==> config.mk <==
export PLATFORM = sky130hd
export DESIGN_NAME = uart_param_flat
export DESIGN_NICKNAME = d
export VERILOG_FILES = /design/src/rtl/uart_param_if.sv /design/src/rtl/uart_param.sv /design/src/flat_wrapper.sv
export SDC_FILE = /design/constraint.sdc
export NUM_CORES = 1
export LEC_CHECK = 0
export CAP_MARGIN = 25
export CORE_ASPECT_RATIO = 0.7
export CORE_UTILIZATION = 50
export CTS_CLUSTER_SIZE = 24
export DETAILED_ROUTE_END_ITERATION = 8
export GPL_TIMING_DRIVEN = 0
export PLACE_DENSITY = 0.81
export SYNTH_ARGS = -nofsm -noshare
export SYNTH_HDL_FRONTEND = slang
export SYNTH_SLANG_ARGS = --single-unit
==> constraint.sdc <==
create_clock -name clk -period 3.4 [get_ports clk]
set_input_delay 0.34 -clock clk [delete_from_list [all_inputs] [get_ports clk]]
set_output_delay 0.34 -clock clk [all_outputs]
set_load 0.03 [all_outputs]
==> src/rtl/uart_param_if.sv <==
// Word-level handshake bundle for uart_param: TX ready/valid in, RX FIFO head out.
// master is the client logic, slave is the UART.
interface uart_param_if #(parameter int DATA_BITS = 8);
    logic                 tx_valid;
    logic [DATA_BITS-1:0] tx_data;
    logic                 tx_ready;
    logic [DATA_BITS-1:0] rx_data;
    logic                 rx_perr;
    logic                 rx_valid;
    logic                 rx_ready;

    modport master (output tx_valid, tx_data, rx_ready,
                    input  tx_ready, rx_data, rx_perr, rx_valid);
    modport slave  (input  tx_valid, tx_data, rx_ready,
                    output tx_ready, rx_data, rx_perr, rx_valid);
endinterface

==> src/rtl/uart_param.sv <==
// Parametrised full-duplex UART: configurable width/parity/stop bits, start-glitch
// rejection, 2-flop RX synchroniser and an RX FIFO with parity flag per word.
module uart_param #(
    parameter int CLK_DIV   = 434,
    parameter int DATA_BITS = 8,
    parameter int PARITY    = 0,
    parameter int STOP_BITS = 1,
    parameter int RX_DEPTH  = 4
) (
    input  logic        clk,
    input  logic        nRst,
    uart_param_if.slave bus,
    output logic        tx,
    input  logic        rx,
    output logic        rx_frame_err,
    output logic        rx_overrun,
    output logic        busy_rx
);
    localparam int CW  = $clog2(CLK_DIV);
    localparam int AW  = $clog2(RX_DEPTH);
    localparam int AW1 = AW + 1;
    localparam logic [CW-1:0]  BIT_END  = CW'(CLK_DIV - 1);
    localparam logic [CW-1:0]  HALF     = CW'(CLK_DIV / 2);
    localparam logic [AW1-1:0] FULL_CNT = AW1'(RX_DEPTH);
    localparam logic           ODD      = (PARITY == 1);

    // ---------------- TX ----------------
    typedef enum logic [2:0] {TX_IDLE, TX_START, TX_DATA, TX_PAR, TX_STOP} tx_state_t;
    tx_state_t            tx_st;
    logic [CW-1:0]        tx_cnt;
    logic [3:0]           tx_bit;
    logic [DATA_BITS-1:0] tx_shr;
    logic                 tx_par, tx_q, tx_rdy;

    always_ff @(posedge clk) begin
        if (!nRst) begin
            tx_st  <= TX_IDLE;
            tx_cnt <= '0;
            tx_bit <= '0;
            tx_shr <= '0;
            tx_par <= 1'b0;
            tx_q   <= 1'b1;
            tx_rdy <= 1'b0;
        end else if (tx_st == TX_IDLE) begin
            tx_q   <= 1'b1;
            tx_rdy <= 1'b1;
            if (bus.tx_valid && tx_rdy) begin
                tx_shr <= bus.tx_data;
                tx_par <= ^bus.tx_data ^ ODD;
                tx_q   <= 1'b0;
                tx_rdy <= 1'b0;
                tx_cnt <= '0;
                tx_st  <= TX_START;
            end
        end else if (tx_cnt != BIT_END) begin
            tx_cnt <= tx_cnt + 1'b1;
        end else begin
            tx_cnt <= '0;
            case (tx_st)
                TX_START: begin
                    tx_q   <= tx_shr[0];
                    tx_shr <= tx_shr >> 1;
                    tx_bit <= '0;
                    tx_st  <= TX_DATA;
                end
                TX_DATA: begin
                    if (tx_bit == 4'(DATA_BITS - 1)) begin
                        tx_bit <= '0;
                        if (PARITY != 0) begin
                            tx_q  <= tx_par;
                            tx_st <= TX_PAR;
                        end else begin
                            tx_q  <= 1'b1;
                            tx_st <= TX_STOP;
                        end
                    end else begin
                        tx_q   <= tx_shr[0];
                        tx_shr <= tx_shr >> 1;
                        tx_bit <= tx_bit + 1'b1;
                    end
                end
                TX_PAR: begin
                    tx_q  <= 1'b1;
                    tx_st <= TX_STOP;
                end
                TX_STOP: begin
                    if (tx_bit == 4'(STOP_BITS - 1)) begin
                        tx_st  <= TX_IDLE;
                        tx_rdy <= 1'b1;
                    end else begin
                        tx_bit <= tx_bit + 1'b1;
                    end
                end
                default: tx_st <= TX_IDLE;
            endcase
        end
    end

    assign tx           = tx_q;
    assign bus.tx_ready = tx_rdy;

    // ---------------- RX ----------------
    logic rx_s1, rxs;
    always_ff @(posedge clk) begin
        if (!nRst) begin
            rx_s1 <= 1'b1;
            rxs   <= 1'b1;
        end else begin
            rx_s1 <= rx;
            rxs   <= rx_s1;
        end
    end

    typedef enum logic [2:0] {RX_IDLE, RX_START, RX_DATA, RX_PAR, RX_STOP, RX_WAIT} rx_state_t;
    rx_state_t            rx_st;
    logic [CW-1:0]        rx_cnt;
    logic [3:0]           rx_bit;
    logic [DATA_BITS-1:0] rx_shr;
    logic                 rx_perr_q, busy_q, ferr_q, push_q;

    // After the start-bit midpoint the counter restarts, so every later sample is mid-bit.
    always_ff @(posedge clk) begin
        if (!nRst) begin
            rx_st     <= RX_IDLE;
            rx_cnt    <= '0;
            rx_bit    <= '0;
            rx_shr    <= '0;
            rx_perr_q <= 1'b0;
            busy_q    <= 1'b0;
            ferr_q    <= 1'b0;
            push_q    <= 1'b0;
        end else begin
            ferr_q <= 1'b0;
            push_q <= 1'b0;
            case (rx_st)
                RX_IDLE: begin
                    if (!rxs) begin
                        rx_st     <= RX_START;
                        rx_cnt    <= '0;
                        busy_q    <= 1'b1;
                        rx_perr_q <= 1'b0;
                    end
                end
                RX_START: begin
                    if (rx_cnt != HALF) begin
                        rx_cnt <= rx_cnt + 1'b1;
                    end else if (rxs) begin
                        rx_st  <= RX_IDLE;
                        busy_q <= 1'b0;
                    end else begin
                        rx_cnt <= '0;
                        rx_bit <= '0;
                        rx_st  <= RX_DATA;
                    end
                end
                RX_DATA: begin
                    if (rx_cnt != BIT_END) begin
                        rx_cnt <= rx_cnt + 1'b1;
                    end else begin
                        rx_cnt <= '0;
                        rx_shr <= {rxs, rx_shr[DATA_BITS-1:1]};
                        if (rx_bit == 4'(DATA_BITS - 1))
                            rx_st <= (PARITY != 0) ? RX_PAR : RX_STOP;
                        else
                            rx_bit <= rx_bit + 1'b1;
                    end
                end
                RX_PAR: begin
                    if (rx_cnt != BIT_END) begin
                        rx_cnt <= rx_cnt + 1'b1;
                    end else begin
                        rx_cnt    <= '0;
                        rx_perr_q <= rxs ^ (^rx_shr) ^ ODD;
                        rx_st     <= RX_STOP;
                    end
                end
                RX_STOP: begin
                    if (rx_cnt != BIT_END) begin
                        rx_cnt <= rx_cnt + 1'b1;
                    end else begin
                        rx_cnt <= '0;
                        if (rxs) begin
                            push_q <= 1'b1;
                            busy_q <= 1'b0;
                            rx_st  <= RX_IDLE;
                        end else begin
                            ferr_q <= 1'b1;
                            rx_st  <= RX_WAIT;
                        end
                    end
                end
                RX_WAIT: begin
                    if (rxs) begin
                        rx_st  <= RX_IDLE;
                        busy_q <= 1'b0;
                    end
                end
                default: rx_st <= RX_IDLE;
            endcase
        end
    end

    assign rx_frame_err = ferr_q;
    assign busy_rx      = busy_q;

    // ---------------- RX FIFO ----------------
    logic [DATA_BITS:0] mem [RX_DEPTH];
    logic [AW-1:0]      wr_ptr, rd_ptr;
    logic [AW1-1:0]     count;
    logic               ovr_q, pop, full, do_push;

    assign pop     = bus.rx_valid & bus.rx_ready;
    assign full    = (count == FULL_CNT);
    assign do_push = push_q & (~full | pop);

    always_ff @(posedge clk) begin
        if (nRst && do_push)
            mem[wr_ptr] <= {rx_perr_q, rx_shr};
    end

    always_ff @(posedge clk) begin
        if (!nRst) begin
            wr_ptr <= '0;
            rd_ptr <= '0;
            count  <= '0;
            ovr_q  <= 1'b0;
        end else begin
            ovr_q <= push_q & full & ~pop;
            if (do_push) wr_ptr <= wr_ptr + 1'b1;
            if (pop)     rd_ptr <= rd_ptr + 1'b1;
            case ({do_push, pop})
                2'b10:   count <= count + 1'b1;
                2'b01:   count <= count - 1'b1;
                default: count <= count;
            endcase
        end
    end

    assign rx_overrun   = ovr_q;
    assign bus.rx_valid = (count != '0);
    assign bus.rx_data  = bus.rx_valid ? mem[rd_ptr][DATA_BITS-1:0] : '0;
    assign bus.rx_perr  = bus.rx_valid & mem[rd_ptr][DATA_BITS];
endmodule

==> src/flat_wrapper.sv <==
// flat-port wrapper written by rule: the top's interface ports become plain ports
module uart_param_flat 
#(
    parameter int CLK_DIV   = 434,
    parameter int DATA_BITS = 8,
    parameter int PARITY    = 0,
    parameter int STOP_BITS = 1,
    parameter int RX_DEPTH  = 4
)
  (clk, nRst, tx, rx, rx_frame_err, rx_overrun, busy_rx, bus_tx_valid, bus_tx_data, bus_rx_ready, bus_tx_ready, bus_rx_data, bus_rx_perr, bus_rx_valid);
  uart_param_if #(.DATA_BITS(DATA_BITS)) bus_i ();
  input  logic clk;
  input  logic nRst;
  output logic tx;
  input  logic rx;
  output logic rx_frame_err;
  output logic rx_overrun;
  output logic busy_rx;
  input wire logic [$bits(bus_i.tx_valid)-1:0] bus_tx_valid;
  input wire logic [$bits(bus_i.tx_data)-1:0] bus_tx_data;
  input wire logic [$bits(bus_i.rx_ready)-1:0] bus_rx_ready;
  output wire logic [$bits(bus_i.tx_ready)-1:0] bus_tx_ready;
  output wire logic [$bits(bus_i.rx_data)-1:0] bus_rx_data;
  output wire logic [$bits(bus_i.rx_perr)-1:0] bus_rx_perr;
  output wire logic [$bits(bus_i.rx_valid)-1:0] bus_rx_valid;
  assign bus_i.tx_valid = bus_tx_valid;
  assign bus_i.tx_data = bus_tx_data;
  assign bus_i.rx_ready = bus_rx_ready;
  assign bus_tx_ready = bus_i.tx_ready;
  assign bus_rx_data = bus_i.rx_data;
  assign bus_rx_perr = bus_i.rx_perr;
  assign bus_rx_valid = bus_i.rx_valid;
  uart_param #(.CLK_DIV(CLK_DIV), .DATA_BITS(DATA_BITS), .PARITY(PARITY), .STOP_BITS(STOP_BITS), .RX_DEPTH(RX_DEPTH)) u_core (.clk(clk), .nRst(nRst), .bus(bus_i), .tx(tx), .rx(rx), .rx_frame_err(rx_frame_err), .rx_overrun(rx_overrun), .busy_rx(busy_rx));
endmodule
==> results.sh <==
export IMPL_routedWlPerCell_um=15.4
export IMPL_cts_setup_buffers=0
export IMPL_yosys_cell_types_count=61
export IMPL_synth_compound_area_frac=0.133
export IMPL_synth_mux_area_frac=0.0482
export IMPL_path_clk_slew_ns=0.07
export IMPL_design_core_area_mm2=0.00922
export IMPL_period_needed_ns=2.93
export IMPL_reg2reg_depth=10
export IMPL_synth_cells=487
export IMPL_rsz0062_at_grt="no"
export IMPL_worstPathArrival_ns=2.59
export IMPL_vias=3792
export IMPL_r2r_end="u_core.count[2]"
export IMPL_antenna_found_initial=0
export IMPL_slowest_stage="mux4_2"
export IMPL_synthAdderAreaFrac=0.0352
export IMPL_setup_viol=0
export IMPL_whs_ns=0.412
export IMPL_min_path_type="register to register"
export IMPL_avgSynthCellArea_um2=9.91
export IMPL_track_usage=0.211
export IMPL_syn2layout_area_growth_pct=14.6
export IMPL_gp_congestion=0.924
export IMPL_synth_area_leaders="dfxtp_1 (27%), edfxtp_1 (22%), nand2_1 (4.7%), mux4_2 (4.2%), a21oi_1 (3.7%)"
export IMPL_place_ws_ns=0.584
export IMPL_cts_hold_buf=0
export IMPL_grt_pass1_wl_um=16800
export IMPL_synth_edff_count=36
export IMPL_io_buffers=27
export IMPL_maxSlewHeadroom=0.467
export IMPL_powerDensity_mw_per_mm2=460
export IMPL_postSynth_asyncResetShare=0
export IMPL_final_hold_violation_count=0
export IMPL_netlist_area_mm2=0.00483
export IMPL_crit_fanout=9
export IMPL_postLayoutCoreUtil=0.600
export IMPL_cts_root_buf="clkbuf_16"
export IMPL_rows=29
export IMPL_timing_max_transition_violations_final=0
export IMPL_die_height_um=84.2
export IMPL_drt_iter0_markers=433
export IMPL_worstSetupPathType="register to output port"
export IMPL_post_cts_resized=0
export IMPL_hold_path_startpoint="u_core.rx_s1"
export IMPL_leakagePower_nw=1.87
export IMPL_drv_cap=0
export IMPL_die_area_mm2=0.0101
export IMPL_worstPathRequired_ns=3.06
export IMPL_die_x_um=119
export IMPL_synth_top_family_by_area="simple AND/OR/NAND/NOR gates"
export IMPL_fin_worst_skew_ns=0.00622
export IMPL_synth_fp_nets=513
export IMPL_period_share=0.861
export IMPL_synth_xor_area_frac=0.0308
export IMPL_grt_max_degree=19
export IMPL_wirelength_um=10100
export IMPL_diodes=0
export IMPL_worst_pin_slew_ns=0.793
export IMPL_first_global_vias=3453
export IMPL_avgViaCountPerCell=5.80
export IMPL_postRouteAntennaNets=0
export IMPL_cts_tree="yes"
export IMPL_regToRegStartpoint="u_core.count[0]"
export IMPL_yosys_warnings=0
export IMPL_ys_ff_latch=102
export IMPL_finalWorstSetupSlack_ns=0.471
export IMPL_endpoint_kind="output port"
export IMPL_synth_simple_area_share=0.218
export IMPL_nFillCells=798
export IMPL_synth_top_cell_by_area="dfxtp_1"
export IMPL_first_pass_iters=5
export IMPL_synth_seq_area_share=0.498
export IMPL_r2r_setup_slack_ns=0.98
export IMPL_cts_made_buffers=9
export IMPL_run_status="completed"
export IMPL_io_pins=28
export IMPL_initial_utilization=0.524
export IMPL_worstHoldPathCells=1
export IMPL_dp_hpwl_um=7050
export IMPL_cts_buffer_depth=2
export IMPL_layout_nets=551
export IMPL_synth_top_cell_area_share=0.274
export IMPL_tns_ns=0
export IMPL_clk_latency_ns=0.35
export IMPL_cts_sinks=102
export IMPL_h_tree_depth=3
export IMPL_drive_gt1_frac=0.0849
export IMPL_hold_path_end="u_core.rxs"
export IMPL_path_cells="clkbuf_1 -> mux4_2 -> and2_1 -> clkdlybuf4s50_1"
export IMPL_drc=0
export IMPL_max_stage_delay_ns=0.61
export IMPL_fmax_ghz=0.341
export IMPL_ys_flop_type="dfxtp_1"
export IMPL_peakVddDrop_mv=0.268
export IMPL_overflow=0
export IMPL_start_kind="register"
-- worst max-delay path, delay by kind of cell (launching register included) --
family                 cells  cell delay (ns)
buffers and inverters      2             1.15
multiplexers               1             0.61
flip-flops                 1             0.31
AND/OR/NAND/NOR            1             0.17
-- cells in the final DEF, fill, tap and decap left out, drive strengths merged, types with 13 or more instances in the layout --
cell type / Yosys / final
a21oi: 37 / 37
clkdlybuf4s50: 0 / 27
dfxtp: 66 / 66
nand2: 61 / 61
inv: 17 / 22
nor3: 14 / 14
xnor2: 13 / 13
clkbuf: 19 / 28
nor2: 41 / 41
o21ai: 19 / 19
edfxtp: 36 / 36
-- state kept, by name, indices dropped and copies added (netlist names), 2 cells and up, named ones only --
register and count:
u_core.mem 36, u_core.rx_cnt 9, u_core.tx_cnt 9, u_core.rx_shr 8
u_core.tx_shr 8, u_core.rx_bit 4, u_core.tx_bit 4, u_core.count 3
u_core.rx_st 3, u_core.tx_st 3, u_core.rd_ptr 2, u_core.wr_ptr 2
-- metal layers --
| metal | global-route usage | wire length (µm) | vias up |
|---|---|---|---|
| met5 | 0 | 0 | - |
| met4 | 0.0602 | 113 | 0 |
| met3 | 0.0455 | 537 | 12 |
| met2 | 0.328 | 4620 | 125 |
| met1 | 0.297 | 4780 | 1812 |
| li1 | - | - | 1843 |
-- cells in the mapped netlist, types with 9 or more instances --
cell type	count
nand3_1	12
nand2_1	61
and2_1	11
inv_1	17
nor3_1	12
xnor2_1	13
mux4_2	9
nand2b_1	12
dfxtp_1	66
edfxtp_1	36
ha_1	12
clkbuf_1	19
a21oi_1	36
o21ai_0	18
nor2_1	41
-- power breakdown --
part,switching [mW],internal (mW)
Clock,0.464,0.507
Sequential,0.0237,1.29
Combinational,0.161,0.101
Total,0.649,1.89
-- per-stage QoR --
stage	instances	power (mW)	cell area, µm²
after floorplan	487	1.52	4830
after global placement	638	1.59	5250
after detailed placement	638	1.60	5250
after CTS	654	2.56	5530
after global routing	654	2.64	5530
final	654	2.54	5530
-- logic make-up (layout without fill, tap and decap cells) --
kind of cell / Yosys count / after routing
adders and majority gates: 13 / 13
AOI/OAI and AO/OA: 99 / 99
xor gates and xnor gates: 17 / 17
buffers and inverters: 44 / 87
muxes: 12 / 12
DFF: 102 / 102
and+or+nand+nor: 200 / 200
-- area by class of cell --
| type | instances | area, µm² | area share |
|---|---|---|---|
| flip-flops and latches | 102 | 2400 | 0.434 |
| multi-input cells | 341 | 2250 | 0.406 |
| repair buffers | 27 | 270 | 0.0488 |
| clock buffers | 9 | 225 | 0.0407 |
| well taps | 124 | 155 | 0.0280 |
| plain buffers | 26 | 110 | 0.0199 |
| inverters | 18 | 67.6 | 0.0122 |
| clock inverters | 7 | 53.8 | 0.00972 |
-- how the worst max path moves through the flow --
stage                    start         endpoint  slack [ns]
6_report              register      bus_rx_perr        0.47
5_1_grt               register      bus_rx_perr        0.32
4_1_cts               register      bus_rx_perr        0.41
3_5_place_dp      bus_rx_ready  u_core.count[2]        0.58
3_3_place_gp      bus_rx_ready  u_core.count[2]        0.64
2_1_floorplan  u_core.count[0]  u_core.count[2]        1.24
Note: power is estimated with default switching activity, not from simulation.
